$ cat src/rtl/fifo_stream_reader_if.sv
// Stream reader bus: pop side toward the upstream sync FIFO plus the valid/ready output stream.
interface fifo_stream_reader_if #(
  parameter int FIFO_WIDTH = 32
);
  logic                  fifo_empty;
  logic                  read_en;
  logic [FIFO_WIDTH-1:0] read_data;
  logic                  m_valid;
  logic [FIFO_WIDTH-1:0] m_data;
  logic                  m_ready;

  modport master (
    input  fifo_empty,
    input  read_data,
    input  m_ready,
    output read_en,
    output m_valid,
    output m_data
  );

  modport slave (
    output fifo_empty,
    output read_data,
    output m_ready,
    input  read_en,
    input  m_valid,
    input  m_data
  );
endinterface

$ cat src/rtl/fifo_stream_reader.sv
// Sync-FIFO to valid/ready stream adapter: 3-entry output buffer, read_en -> m_valid in 2 cycles, stalls hold the head word.
// Define FIFO_READER_STATS_EN to build the beat/stall counters; otherwise both read constant 0.
module fifo_stream_reader #(
  parameter int FIFO_PTR   = 10,
  parameter int FIFO_WIDTH = 32
) (
  input  logic                 clk,
  input  logic                 rst_n,
  input  logic                 enable,
  input  logic                 flush,
  fifo_stream_reader_if.master bus,
  output logic [31:0]          beat_count,
  output logic [31:0]          stall_count
);
  logic [FIFO_WIDTH-1:0] ob     [3];
  logic [FIFO_WIDTH-1:0] ob_nxt [3];
  logic [1:0]            ob_count;
  logic [1:0]            ob_count_nxt;
  logic [1:0]            wr_idx;
  logic                  inflight;
  logic                  armed;
  logic                  pop;
  logic                  cap;

  if (FIFO_PTR < 1) begin : g_bad_fifo_ptr
  end

  // Occupancy plus the in-flight word must fit in the buffer; m_ready is deliberately not consulted.
  assign bus.read_en = armed && !bus.fifo_empty && enable && !flush &&
                       (({1'b0, ob_count} + {2'b00, inflight}) <= 3'd2);
  assign bus.m_valid = (ob_count != 2'd0);
  assign bus.m_data  = ob[0];

  assign pop    = bus.m_valid && bus.m_ready && !flush;
  assign cap    = inflight && !flush;
  assign wr_idx = ob_count - {1'b0, pop};

  always_comb begin
    ob_nxt       = ob;
    ob_count_nxt = ob_count;
    if (flush) begin
      ob_count_nxt = 2'd0;
    end else begin
      if (pop) begin
        ob_nxt[0] = ob[1];
        ob_nxt[1] = ob[2];
      end
      if (cap) begin
        case (wr_idx)
          2'd0:    ob_nxt[0] = bus.read_data;
          2'd1:    ob_nxt[1] = bus.read_data;
          2'd2:    ob_nxt[2] = bus.read_data;
          default: ;
        endcase
      end
      ob_count_nxt = ob_count + {1'b0, cap} - {1'b0, pop};
    end
  end

  always_ff @(posedge clk or negedge rst_n) begin
    if (!rst_n) begin
      ob_count <= 2'd0;
      inflight <= 1'b0;
      armed    <= 1'b0;
      for (int i = 0; i < 3; i++) ob[i] <= '0;
    end else begin
      ob_count <= ob_count_nxt;
      inflight <= bus.read_en;
      armed    <= 1'b1;
      ob       <= ob_nxt;
    end
  end

`ifdef FIFO_READER_STATS_EN
  always_ff @(posedge clk or negedge rst_n) begin
    if (!rst_n) begin
      beat_count  <= 32'd0;
      stall_count <= 32'd0;
    end else begin
      beat_count  <= beat_count + {31'd0, pop};
      stall_count <= stall_count + {31'd0, (bus.m_valid && !bus.m_ready)};
    end
  end
`else
  assign beat_count  = 32'd0;
  assign stall_count = 32'd0;
`endif

endmodule

$ cat src/flat_wrapper.sv
// flat-port wrapper written by rule: the top's interface ports become plain ports
module fifo_stream_reader_flat 
#(
  parameter int FIFO_PTR   = 10,
  parameter int FIFO_WIDTH = 32
)
  (clk, rst_n, enable, flush, beat_count, stall_count, bus_fifo_empty, bus_read_data, bus_m_ready, bus_read_en, bus_m_valid, bus_m_data);
  fifo_stream_reader_if #(.FIFO_WIDTH(FIFO_WIDTH)) bus_i ();
  input  logic clk;
  input  logic rst_n;
  input  logic enable;
  input  logic flush;
  output logic [31:0] beat_count;
  output logic [31:0] stall_count;
  input wire logic [$bits(bus_i.fifo_empty)-1:0] bus_fifo_empty;
  input wire logic [$bits(bus_i.read_data)-1:0] bus_read_data;
  input wire logic [$bits(bus_i.m_ready)-1:0] bus_m_ready;
  output wire logic [$bits(bus_i.read_en)-1:0] bus_read_en;
  output wire logic [$bits(bus_i.m_valid)-1:0] bus_m_valid;
  output wire logic [$bits(bus_i.m_data)-1:0] bus_m_data;
  assign bus_i.fifo_empty = bus_fifo_empty;
  assign bus_i.read_data = bus_read_data;
  assign bus_i.m_ready = bus_m_ready;
  assign bus_read_en = bus_i.read_en;
  assign bus_m_valid = bus_i.m_valid;
  assign bus_m_data = bus_i.m_data;
  fifo_stream_reader #(.FIFO_PTR(FIFO_PTR), .FIFO_WIDTH(FIFO_WIDTH)) u_core (.clk(clk), .rst_n(rst_n), .enable(enable), .flush(flush), .bus(bus_i), .beat_count(beat_count), .stall_count(stall_count));
endmodule
$ cat config.mk
export PLATFORM = sky130hd
export DESIGN_NAME = fifo_stream_reader_flat
export DESIGN_NICKNAME = d
export VERILOG_FILES = /design/src/rtl/fifo_stream_reader_if.sv /design/src/rtl/fifo_stream_reader.sv /design/src/flat_wrapper.sv
export SDC_FILE = /design/constraint.sdc
export NUM_CORES = 1
export LEC_CHECK = 0
export CORE_MARGIN = 3
export CORE_UTILIZATION = 40
export DETAILED_ROUTE_END_ITERATION = 6
export PLACE_DENSITY = 0.69
export SYNTH_ARGS = -nofsm -noshare
export SYNTH_HDL_FRONTEND = slang
export SYNTH_SLANG_ARGS = --single-unit
$ cat constraint.sdc
create_clock -name clk -period 1.49 [get_ports clk]
set_input_delay 0.298 -clock clk [delete_from_list [all_inputs] [get_ports clk]]
set_output_delay 0.298 -clock clk [all_outputs]
set_load 0.02 [all_outputs]
==> reports/results.ini, run 1 <==
[floorplanning]
rows = 40
fp.dieW_um = 119.2
die_h_um = 119.2
start_util_pct = 41.80
core_um2 = 12260
die_area_um2 = 14210
ios = 136

[worst_hold_path]
hold_path_class = in2async

[synth]
ys_types = 31
ys_ff_latch = 100
synth_top_area_share_pct = 48.83
yosys_warnings = 0
ys_top_cells_by_area = dfrtp_1, buf_4, a222oi_1
syn-instance-count = 485
syn-cell-area_um2 = 5125
yosysSeqAreaShare_pct = 48.83
synth_area_per_cell_um2 = 10.57
synth_area_leader_cell = dfrtp_1

[global_routing]
grtUsageMet3_pct = 3.656
track_usage_pct = 15.99
grt_overflow_total = 0
antenna_found_initial = 0
grt_pass1_vias = 3597
use_met2_pct = 26.77
grt_use_met1_pct = 20.48
grt_start_max_net_pins = 44
busiest_layer = met2
grt_pass1_wl_um = 18200

[route]
drtPass1Iterations = 7
drc = 5
dr.first_iter.drc_count = 390
wl_per_cell_um = 15.42
vias = 3503
via_per_inst = 4.805
wirelength_um = 11240
drtAntennaViolNets = 0

[sta]
drv_slew = 0
setup_viol = 100
min_period_over_period_pct = 125.5
rsz0062_at_grt = yes
skew_ns = 0.006043
finalHoldViolCount = 0
clock.fmax_ghz = 0.5349
period_minus_slack_ns = 1.869
setup_ws_ns = -0.3794

[critical_path]
required_ns = 1.19
rrSetupSlack_ns = -0.27
critPathCaptureType = output port
crit_path_start_kind = flop
critPathArrivalTime_ns = 1.57
crit_fanout = 2
crit_type = reg2out

[clock_tree]
cts_tree = done
cts.sinks = 100
numCtsBuffers = 9
htreeDepth = 3
clockBufferDepth = 2
ctsRootBufferMaster = clkbuf_16
insertion_delay_ns = 0.35
cts.clk_slew.worst_paths_ns = 0.07

[pwr]
cellPowerDensity_nw_per_um2 = 1035
peakVddDrop_mv = 0.8633
leakage_nw = 3.196

[cells_and_area]
drive_gt1_share_pct = 15.15
finalNonFillerCells = 729
diodes = 0
fin_nets = 598
finish.utilization_pct = 52.16
area_growth_pct = 24.80

[placed_design]
port_buffers = 71
post-place-cells = 699
dpl.hpwl_um = 7355
gp_congestion = 0.7837

[outcome]
failed_checks = DRC, setup timing
status = finished with violations

[job]
maxCapViolations = 0

registers in the layout, summed over array words and instances, names as in the netlist:
signal	cells
u_core.bus.m_data	32
u_core.armed	1
u_core.inflight	1
u_core.ob	64
u_core.ob_count	2
cell families after synthesis:
family | after synthesis | synth area share, %
AOI/OAI and AO/OA | 74 | 13.79
and+or+nand+nor | 20 | 3.003
buffers and inverters | 253 | 27.00
other | 2 | 0.1465
adders and majority gates | 4 | 0.9766
muxes | 32 | 6.250
DFF | 100 | 48.83
repair_timing:
action | CTS | global route
endpoints found under the setup margin | 130 | 98
resized for setup | 64 | 19
setup buffers | 5 | 5
pin swaps | 13 | 28
hold buffers | 1 | 0
hold endpoints to repair | 15 | 0
cloned | 3 | 1
routing by layer:
layer / share of wire (%) / wire length, um
met1: 42 / 4760
met2: 50 / 5590
met3: 6.6 / 745
met4: 1.3 / 145
met5: 0 / 0
cell type report:
type / count / area (um2)
Clock inverter: 7 / 76.32
Multi-Input combinational cell: 195 / 1583
Inverter: 134 / 505.5
Tap cell: 168 / 210.2
Sequential cell: 100 / 2502
Timing Repair Buffer: 116 / 1294
Clock buffer: 9 / 225.2
Fill cell: 1090 / 5866
cell usage in the layout (no fill, tap or decap), types with 2 or more instances in the layout:
cell type / synthesis / layout
a21oi_2: 0 / 2
a21oi_4: 1 / 3
a222oi_1: 64 / 64
buf_12: 0 / 14
buf_16: 0 / 2
buf_4: 97 / 15
buf_6: 7 / 14
clkbuf_16: 0 / 10
clkdlybuf4s50_1: 0 / 34
clkinv_4: 0 / 2
clkinvlp_4: 0 / 2
conb_1: 2 / 65
dfrtp_1: 100 / 100
dlygate4sd2_1: 0 / 34
ha_4: 0 / 3
inv_1: 133 / 132
mux2i_1: 32 / 32
nand2_1: 2 / 2
nand2b_1: 3 / 2
nand2b_4: 1 / 2
nor2b_1: 3 / 3
worst max-delay path, cell delays in order (launching register included):
cell     delay (ns)
dfrtp_1        0.43
ha_4           0.20
inv_2          0.07
ha_4           0.20
a21oi_2        0.14
nor2_2         0.06
buf_6          0.13
power breakdown:
part           internal, mW  switching (mW)
combinational         0.497           0.728
sequential             2.92          0.0975
clock                  1.31            1.07
cell usage after synthesis:
cell,count
a21oi_1,4
a21oi_4,1
a222oi_1,64
buf_2,12
buf_4,97
buf_6,7
clkbuf_1,3
conb_1,2
dfrtp_1,100
ha_1,4
inv_1,133
inv_4,1
mux2i_1,32
nand2_1,2
nand2b_1,3
nand2b_4,1
nand3b_1,1
nand4_1,1
nor2_1,2
nor2b_1,3
nor2b_2,1
nor3_2,1
nor3b_2,1
nor4_4,1
o211ai_1,1
o21a_1,1
o21ai_0,2
o21ai_1,1
or2_2,1
or3_1,1
or3b_1,1
worst paths after layout:
| kind | from | end | cells past startpoint |
|---|---|---|---|
| max in group asynchronous | rst_n | u_core.ob[18]$_DFFE_PN0P_ | 3 |
| worst max-delay path | u_core.ob_count[0]$_DFF_PN0_ | bus_read_en | 6 |
| worst min-delay path | rst_n | u_core.bus.m_data[3]$_DFFE_PN0N_ | 2 |
| worst min register to register | u_core.ob[11]$_DFFE_PN0P_ | u_core.ob[11]$_DFFE_PN0P_ | 2 |
| worst max register to register | u_core.ob_count[0]$_DFF_PN0_ | u_core.ob[42]$_DFFE_PN0N_ | 7 |
| min in group clk | flush | u_core.ob_count[1]$_DFF_PN0_ | 3 |
per-stage QoR:
stage               worst slack [ns]  TNS, ns  hold WS [ns]  instance area (um2)  power (mW)
finish                       -0.3794   -18.19        0.3585                 6396       6.622
global route                 -0.4340   -26.45        0.3650                 6396       6.919
CTS                          -0.3851   -8.453        0.3470                 6256       6.681
detailed placement           -0.5572   -43.04        0.1871                 5807       4.421
global placement             -0.4429   -38.87        0.1773                 5807       4.387
floorplan                  -0.006005  -0.1740      0.002409                 5364       4.153
Power figures use the tool's default switching activity.
==> inputs of run 2 (changes only) <==
--- a/config.mk
+++ b/config.mk
@@ -9,6 +9,8 @@
 export CORE_UTILIZATION = 40
 export DETAILED_ROUTE_END_ITERATION = 6
 export PLACE_DENSITY = 0.69
+export SKIP_LAST_GASP = 1
+export SLEW_MARGIN = 20
 export SYNTH_ARGS = -nofsm -noshare
 export SYNTH_HDL_FRONTEND = slang
 export SYNTH_SLANG_ARGS = --single-unit
==> reports/results.ini, run 2 (synthesis gave the netlist of run 1 again) <==
[pwr]
leakage_nw = 3.192
cellPowerDensity_nw_per_um2 = 1036
peakVddDrop_mv = 0.8621
power_mw = 6.620

[clock_tree]
clockBufferDepth = 2
cts_tree = done
numCtsBuffers = 9
cts.clk_slew.worst_paths_ns = 0.07
insertion_delay_ns = 0.35
ctsRootBufferMaster = clkbuf_16
htreeDepth = 3
cts.sinks = 100

[floorplanning]
core_um2 = 12260
ios = 136
die_h_um = 119.2
die_area_um2 = 14210
fp.dieW_um = 119.2
rows = 40
start_util_pct = 41.80

[cells_and_area]
fin_nets = 598
area_growth_pct = 24.63
mostFrequentLayoutCells = inv_1, dfrtp_1, conb_1
layout_commonest_cell = inv_1
drive_gt1_share_pct = 15.15
fillers = 1088
largest_reg_flops = 64
regMostFlops = u_core.ob
diodes = 0
design_area_um2 = 6387

[global_routing]
grt_start_max_net_pins = 44
grt_pass1_vias = 3593
track_usage_pct = 15.96
antenna_found_initial = 0
grt_pass1_wl_um = 18180
grt_overflow_total = 0

[critical_path]
crit_path_max_incr_delay_ns = 0.43
crit_buf_inv = 2
crit_chain = ha_4, inv_2, ha_4, a21oi_2, nor2_2, buf_6
crit_path_start_kind = flop
rr_startpoint = u_core.ob_count[0]$_DFF_PN0_
cp-startpoint = u_core.ob_count[0]$_DFF_PN0_
crit_family = flip-flops
path_depth = 6
timing.critical_path.mode_cell = ha_4
reg2regPathDepth = 7
crit_type = reg2out
crit_fanout = 2
critPathArrivalTime_ns = 1.57
critPathCaptureType = output port
required_ns = 1.19
cpMaxStageDelayCell = dfrtp_1

[route]
vias = 3504
via_per_inst = 4.807
drtPass1Iterations = 7
dr.first_iter.drc_count = 401
wirelength_um = 11260
drc = 9
wl_per_cell_um = 15.44
drtAntennaViolNets = 0

[placed_design]
port_buffers = 71
gp_congestion = 0.7837
placed_area_um2 = 5807
dpl.hpwl_um = 7355
place_ws_ns = -0.5572

[sta]
period_minus_slack_ns = 1.865
drv_slew = 0
skew_ns = 0.006584
setup_viol = 100
finalHoldViolCount = 0
whs_ns = 0.3590
min_period_over_period_pct = 125.2
setup_ws_ns = -0.3752
rsz0062_at_grt = yes
clock.fmax_ghz = 0.5361

[outcome]
status = finished with violations
failed_checks = DRC, setup timing

[worst_hold_path]
hold_path_class = in2async

[job]
maxCapViolations = 0

-- run 2: per-layer routing --
metal	global-route usage [%]	share of wire, %	vias to the layer above
li1	-	-	1608
met4	5.214	1.3	0
met1	20.52	43	1748
met2	26.63	49	136
met3	3.656	6.1	12
met5	0	0	-
-- run 2: area by class of cell --
class | instances | area (um2) | share of cell area (%)
clock buffer | 9 | 225.2 | 3.526
multi-input combinational | 195 | 1578 | 24.70
tap | 168 | 210.2 | 3.291
clock inverter | 7 | 76.32 | 1.195
sequential | 100 | 2502 | 39.18
inverter | 134 | 505.5 | 7.914
timing repair buffer | 116 | 1290 | 20.20
-- run 2: where the power goes --
group / total [mW] / leakage [nW] / internal, mW / switching (mW)
combinational: 1.22 / 2.10 / 0.496 / 0.727
sequential: 3.01 / 0.946 / 2.92 / 0.0967
clock: 2.38 / 0.142 / 1.31 / 1.07
-- run 2: final timing paths --
check / end / slack [ns]
max reg2reg: u_core.ob[42]$_DFFE_PN0N_ / -0.27
min in group clk: u_core.ob_count[1]$_DFF_PN0_ / 0.38
max in group asynchronous: u_core.ob[18]$_DFFE_PN0P_ / 0.62
min: u_core.bus.m_data[3]$_DFFE_PN0N_ / 0.36
max: bus_read_en / -0.38
min reg2reg: u_core.ob[11]$_DFFE_PN0P_ / 0.52
-- run 2: worst register-to-register path, stage by stage, from the launching register on --
cell	delay [ns]
dfrtp_1	0.43
buf_4	0.16
buf_6	0.13
or3b_4	0.24
a21oi_4	0.06
buf_12	0.14
buf_12	0.13
a222oi_1	0.36
-- run 2: what timing repair did --
action,CTS,global route
hold endpoints to repair,15,0
gates resized for setup,62,19
hold buffers,1,0
pin swaps,13,28
buffers inserted,5,5
gates cloned,3,1
endpoints found under the setup margin,130,98
-- run 2: stage by stage --
| step | std cells | util (%) | TNS (ns) |
|---|---|---|---|
| final | 729 | 52.09 | -17.15 |
| after CTS | 724 | 50.96 | -8.594 |
| after floorplan | 548 | - | -0.1740 |
| after global routing | 729 | 52.09 | -25.40 |
| after detailed placement | 699 | 47.36 | -43.04 |
| after global placement | 699 | 47.36 | -38.87 |
==> inputs of run 3 (changes only) <==
--- a/config.mk
+++ b/config.mk
@@ -8,6 +8,7 @@
 export CORE_MARGIN = 3
 export CORE_UTILIZATION = 40
 export DETAILED_ROUTE_END_ITERATION = 6
+export GPL_TIMING_DRIVEN = 0
 export PLACE_DENSITY = 0.69
 export SKIP_LAST_GASP = 1
 export SLEW_MARGIN = 20
==> reports/results.ini, run 3 (synthesis gave the netlist of run 1 again) <==
[clock_tree]
htreeDepth = 3
ctsRootBufferMaster = clkbuf_16
cts.clk_slew.worst_paths_ns = 0.07
cts.sinks = 100
numCtsBuffers = 9
insertion_delay_ns = 0.35
clockBufferDepth = 2
cts_tree = done

[placed_design]
port_buffers = 71
dpl.hpwl_um = 7990
gp_congestion = 0.7686
placed_area_um2 = 6314

[sta]
drv_slew = 0
period_minus_slack_ns = 1.820
min_period_over_period_pct = 122.2
finalHoldViolCount = 0
clock.fmax_ghz = 0.5494
setup_viol = 99
skew_ns = 0.006039
setup_ws_ns = -0.3302
rsz0062_at_grt = yes

[cells_and_area]
drive_gt1_share_pct = 29.85
largest_reg_flops = 64
mostFrequentLayoutCells = inv_1, buf_4, dfrtp_1
regMostFlops = u_core.ob
design_area_um2 = 7218
diodes = 0
fin_nets = 707
area_growth_pct = 40.84
finish.utilization_pct = 58.87
layout_commonest_cell = inv_1

[pwr]
peakVddDrop_mv = 0.5788
cellPowerDensity_nw_per_um2 = 968.1
power_mw = 6.988
leakage_nw = 3.775

[global_routing]
use_met2_pct = 31.01
grt_start_max_net_pins = 60
grt_use_met1_pct = 22.71
track_usage_pct = 17.82
grt_pass1_wl_um = 20390
busiest_layer = met2
grt_pass1_vias = 4050
grtUsageMet3_pct = 3.324
grt_overflow_total = 0
antenna_found_initial = 0

[critical_path]
required_ns = 1.19
timing.critical_path.mode_cell = ha_4
cpMaxStageDelayCell = dfrtp_2
crit_path_start_kind = flop
crit_fanout = 2
critPathArrivalTime_ns = 1.52
rr_startpoint = u_core.ob_count[1]$_DFF_PN0_
cp-startpoint = u_core.inflight$_DFF_PN0_
crit_type = reg2out
crit_path_max_incr_delay_ns = 0.43
critPathCaptureType = output port
crit_chain = ha_4, inv_2, ha_4, a21oi_2, nor2_2, buf_6

[floorplanning]
rows = 40
fp.dieW_um = 119.2
core_um2 = 12260
die_h_um = 119.2
ios = 136
start_util_pct = 41.80
die_area_um2 = 14210

[route]
wirelength_um = 12790
via_per_inst = 4.672
wl_per_cell_um = 15.26
dr.first_iter.drc_count = 460
vias = 3915
drtAntennaViolNets = 0
drtPass1Iterations = 7
drc = 7

[worst_hold_path]
hold_path_class = in2async

[outcome]
status = finished with violations
failed_checks = DRC, setup timing

[job]
maxCapViolations = 0

[run 3: cell count changes in the layout (fill, tap and decap cells not counted), sizes merged, moves of 2 or more]
cell / delta
clkbuf: +6
clkinvlp: -2
dlygate4sd2: -30
buf: +107
clkdlybuf4s15: +25
inv: +2
[run 3: stage by stage]
stage               setup slack [ns]  instances  hold WS [ns]  setup TNS [ns]
CTS                          -0.3593        833        0.4402          -22.91
floorplan                  -0.006005        548      0.002409         -0.1740
finish                       -0.3302        838        0.4209          -19.40
global placement              -3.435        787        0.4979         -400.72
detailed placement           -0.8473        788        0.2459          -62.11
global route                 -0.4087        838        0.4553          -26.13
[run 3: final timing paths]
path / depth (start not counted) / end / slack (ns)
setup / recovery: 6 / bus_read_en / -0.33
hold / removal: 2 / u_core.bus.m_data[8]$_DFFE_PN0N_ / 0.42
setup reg to reg: 8 / u_core.ob[62]$_DFFE_PN0N_ / -0.29
hold reg to reg: 2 / u_core.ob[13]$_DFFE_PN0P_ / 0.53
max in group asynchronous: 3 / u_core.ob[45]$_DFFE_PN0N_ / 0.45
min in group clk: 2 / u_core.ob[13]$_DFFE_PN0P_ / 0.53
[run 3: what timing repair did]
action,in CTS,in global routing
hold buffers,1,0
pin swaps,44,39
hold endpoints to repair,41,0
setup buffers,19,6
cloned,9,3
setup endpoints to repair,130,126
gates resized for setup,112,62
[run 3: cell type report]
type | count | area [um2]
Inverter | 134 | 508.0
Fill cell | 1064 | 5044
Clock buffer | 9 | 225.2
Sequential cell | 100 | 2504
Clock inverter | 7 | 67.56
Timing Repair Buffer | 106 | 1142
Tap cell | 168 | 210.2
Multi-Input combinational cell | 195 | 1578
Buffer | 119 | 983.4
[run 3: routing by layer]
layer	share of wire, %	routed length, um
met1	41	5247
met2	51	6504
met3	7.2	917
met4	0.93	119
met5	0	0
[run 3: worst max-delay path: cells and delay by family, from the launching register on]
kind	cells	cell delay (ns)
compound gates	1	0.13
fa+ha+maj	2	0.37
buf+inv	2	0.18
flops	1	0.43
simple gates	1	0.06
[run 3: report_power, final]
group	total (mW)	internal (mW)	switching (mW)	leakage, nW
clock network	2.30	1.18	1.13	0.145
registers	3.04	2.92	0.121	0.944
logic	1.65	0.851	0.796	2.69
==> RTL change 1: new RTL, flow settings as in run 2 <==
`FIFO_WIDTH` is set to 32 in 3 places; all go to 16.
--- a/src/rtl/fifo_stream_reader_if.sv
+++ b/src/rtl/fifo_stream_reader_if.sv
@@ -2,3 +2,3 @@
 interface fifo_stream_reader_if #(
-  parameter int FIFO_WIDTH = 32
+  parameter int FIFO_WIDTH = 16
 );
--- a/src/rtl/fifo_stream_reader.sv
+++ b/src/rtl/fifo_stream_reader.sv
@@ -4,3 +4,3 @@
   parameter int FIFO_PTR   = 10,
-  parameter int FIFO_WIDTH = 32
+  parameter int FIFO_WIDTH = 16
 ) (
--- a/src/flat_wrapper.sv
+++ b/src/flat_wrapper.sv
@@ -4,3 +4,3 @@
   parameter int FIFO_PTR   = 10,
-  parameter int FIFO_WIDTH = 32
+  parameter int FIFO_WIDTH = 16
 )
Ports: changed (resized bus_m_data and bus_read_data); port bits go from 136 to 104. The function was not compared with the original's and may differ.
==> RTL change 1 against run 2 <==
  * The flow finishes with violations (setup timing)
  * Cell count fell by 33%
  * Sequential share of layout area fell by 6.7 points
  * Register-to-register slack improved by 40 ps
  * Count of clock-buffer cells in the layout fell by 2
  * Final area fell by 37%
  * Non-clock buffer count fell by 35
  * Synthesized cell count fell by 31%
  * Synthesized area fell by 37%
  * Sequential cell count fell by 48
  * Worst setup slack improved by 100 ps
  * Combinational power fell by 19%
  * Routed wire length fell by 32%
  * Total power fell by 48%
  * Fmax rose by 5.7%
  * Largest power group unchanged
==> RTL change 1: results (changes against run 2) <==
clock buffer count from CTS - 5 (was 9)
largest net degree at the start of global routing - 41 (was 44)
PortBufs - 39 (was 71)
Placer Congestion - 0.777 (was 0.784)
r2r startpoint - u_core.inflight (was u_core.ob_count[0])
Resize count post-CTS - 67 (was 62)
Synth top cells by count - buf_4 (82), dfrtp_1 (52), inv_1 (52) (was inv_1 (133), dfrtp_1 (100), buf_4 (97))
final clock skew - 12.8 ps (was 6.58 ps)
postcts setup bufs - 4 (was 5)
VDD IR max - 0.000516 V (was 0.000862 V)
share of layout cells above drive strength 1 - 23.6% (was 15.2%)
WL met1 - 3090 um (was 4890 um)
dpl ws - -498 ps (was -557 ps)
critical path arrival - 1470 ps (was 1570 ps)
Tot GR Track Use - 16.4% (was 16.0%)
NumNets Final - 410 (was 598)
Largest register FFs - 32 (was 64)
Synth cell types - 34 (was 31)
root buf cell - clkbuf_8 (was clkbuf_16)
Avg Inst Size Synth - 9.66 um2 (was 10.6 um2)
CTS clk-pin slew, worst paths - 100 ps (was 70 ps)
Detail Route met3 WL - 533 um (was 681 um)
Seq/Total Area, Yosys - 40.3% (was 48.8%)
Inst Count DP - 471 (was 699)
setup TNS - -8010 ps (was -17,150 ps)
adder-cell share of the synthesized area - 1.55% (was 0.977%)
setup ws final - -274 ps (was -375 ps)
drt total wl - 7650 um (was 11,300 um)
H-tree depth - 2 (was 3)
vias per inst - 5.05 (was 4.81)
worst r2r dst - u_core.ob_count[1] (was u_core.ob[42])
dpl hpwl - 5110 um (was 7360 um)
Setup Viol. Count Final - 52 (was 100)
number of DRC markers in iteration 0 - 199 (was 401)
outcome - finished with violations (unchanged)
failing checks - setup timing (was DRC, setup timing)
multiplexer area fraction after synthesis - 4.96% (was 6.25%)
first-pass GRT wire length - 11,700 um (was 18,200 um)
worst r2r path cells - 8 (was 7)
[RTL change 1: worst max-delay path: stages, from the launching register on]
cell and delay (ps):
dfrtp_1 420, ha_4 190, inv_2 60, ha_4 190, a21oi_2 140, nor2_2 50
buf_6 120
[RTL change 1: worst max-delay path by stage]
stage | from | end | slack (ps) | cells after the start
2_1_floorplan | flush | u_core.ob_count[1] | -90 | 9
4_1_cts | u_core.inflight | bus_read_en | -280 | 6
6_report | u_core.inflight | bus_read_en | -270 | 6
3_3_place_gp | u_core.inflight | bus_read_en | -470 | 6
3_5_place_dp | u_core.inflight | bus_read_en | -500 | 6
5_1_grt | u_core.ob_count[0] | bus_read_en | -340 | 6
[RTL change 1: kinds of logic (layout without fill, tap and decap cells)]
logic type,after synthesis,count (layout)
compound gates,55,55
fa+ha+maj,4,4
buf+inv,154,142
flops,52,52
mux,16,16
other cells,2,65
simple gates,51,51
[RTL change 1: metal layers]
metal	GRT usage [%]	vias up
met5	0	-
met4	6.64	0
met3	2.89	11
met2	27.4	120
met1	20.9	1223
li1	-	1105
[RTL change 1: metrics by stage]
step                      cell area (um2)  total power [uW]
after floorplan                      3540              2430
after CTS                            3870              3380
after detailed placement             3570              2550
final                                4010              3450
after global placement               3570              2540
after global routing                 4010              3610
[RTL change 1: where the power goes]
part / switching (uW) / leakage (uW) / internal (uW)
logic: 573 / 0.00133 / 420
clock network: 469 / 0.0000445 / 379
registers: 77.0 / 0.000530 / 1530
total: 1120 / 0.00190 / 2330
[RTL change 1: final cells by class]
cell class	instances	area (um2)
flip-flops and latches	52	1300
repair buffers	81	796
fillers	690	3760
clock inverters	1	7.51
well taps	102	128
inverters	53	199
multi-input cells	191	1490
clock buffers	7	86.3
==> RTL change 2: new RTL, flow settings as in run 2 <==
Without the edit above. Build with the macro `FIFO_READER_STATS_EN` defined.
--- a/src/rtl/fifo_stream_reader.sv
+++ b/src/rtl/fifo_stream_reader.sv
@@ -2,2 +2,4 @@
 // Define FIFO_READER_STATS_EN to build the beat/stall counters; otherwise both read constant 0.
+`define FIFO_READER_STATS_EN
+
 module fifo_stream_reader #(
Check against the original RTL: not equivalent (a bounded check fails within 10 cycles, from zero or initial values and one cycle with rst_n low).
==> RTL change 2 against run 2 <==
  * The run ends with setup timing left
  * Synthesized area grew 45%
  * Worst hold slack improved by 42 ps
  * Utilization up 14 points
  * Routed wire length up 93%
  * Largest cell class unchanged
  * Sequential cell count rose by 64
  * Critical path type unchanged
  * Synthesized cell count is 38% higher
  * Critical path depth did not move
  * Worst setup slack got worse by 31 ps
  * Total power up 77%
  * Final area up 89%
  * Clock power rose by 91%
==> RTL change 2: results (changes against run 2) <==
Resize count post-CTS - 380 (was 62)
setup TNS - -38,230 ps (was -17,150 ps)
Signal buf overhead - 24.4% (was 20.2%)
vias in the first global route - 6,260 (was 3,593)
Synth cell types - 43 (was 31)
Buffers, non-clock - 274 (was 116)
outcome - finished with violations (unchanged)
failing checks - setup timing (was DRC, setup timing)
Setup Viol. Count Final - 147 (was 100)
crit-path max cell delay - 390 ps (was 430 ps)
Seq. pwr - 5270 uW (was 3010 uW)
comb_multi_in - 435 (was 195)
CLK BUF - 24 (was 9)
share of layout cells above drive strength 1 - 48.1% (was 15.2%)
vias per inst - 5.24 (was 4.81)
largest net degree at the start of global routing - 45 (was 44)
Area contributors post-synth - dfrtp_1 (55%), xnor2_1 (4.8%), mux2i_1 (4.3%) (was dfrtp_1 (49%), buf_4 (14%), a222oi_1 (13%))
worst hold slack - 401 ps (was 359 ps)
worst r2r path cells - 8 (was 7)
drt total wl - 21,700 um (was 11,300 um)
H-tree depth - 4 (was 3)
Internal - 8570 uW (was 4720 uW)
Post-route DRC - 0 (was 9)
Clock-cell share - 5.02% (was 4.72%)
r2r setup slk - -400 ps (was -270 ps)
worst r2r dst - u_core.ob[27] (was u_core.ob[42])
Static Leak - 0.00567 uW (was 0.00319 uW)
Compound-Gate Fraction of Synth Area - 5.89% (was 13.8%)
setup ws final - -406 ps (was -375 ps)
inverters - 10 (was 134)
[RTL change 2: changes by cell type in the layout (fill, tap and decap cells not counted), sizes merged, moves of 33 or more]
cell / before / now
a222oi: 64 / 0
buf: 46 / 149
clkbuf: 10 / 49
conb: 65 / 1
dfrtp: 100 / 164
inv: 135 / 10
nand2: 2 / 55
nor2: 2 / 82
o21ai: 3 / 36
xnor2: 0 / 41
[RTL change 2: worst max-delay path by stage]
| stage | cells past startpoint | to |
|---|---|---|
| global placement | 9 | u_core.beat_count[20] |
| detailed placement | 9 | u_core.beat_count[18] |
| global route | 10 | u_core.beat_count[20] |
| floorplan | 8 | u_core.beat_count[29] |
| finish | 6 | bus_read_en |
| CTS | 6 | bus_read_en |
[RTL change 2: layer usage]
layer | up-vias | part of all wire [%] | track usage (%)
met2 | 185 | 51 | 36.1
li1 | 2761 | - | -
met1 | 3013 | 41 | 26.8
met4 | 0 | 2.0 | 4.70
met5 | - | 0 | 0
met3 | 34 | 5.1 | 5.31
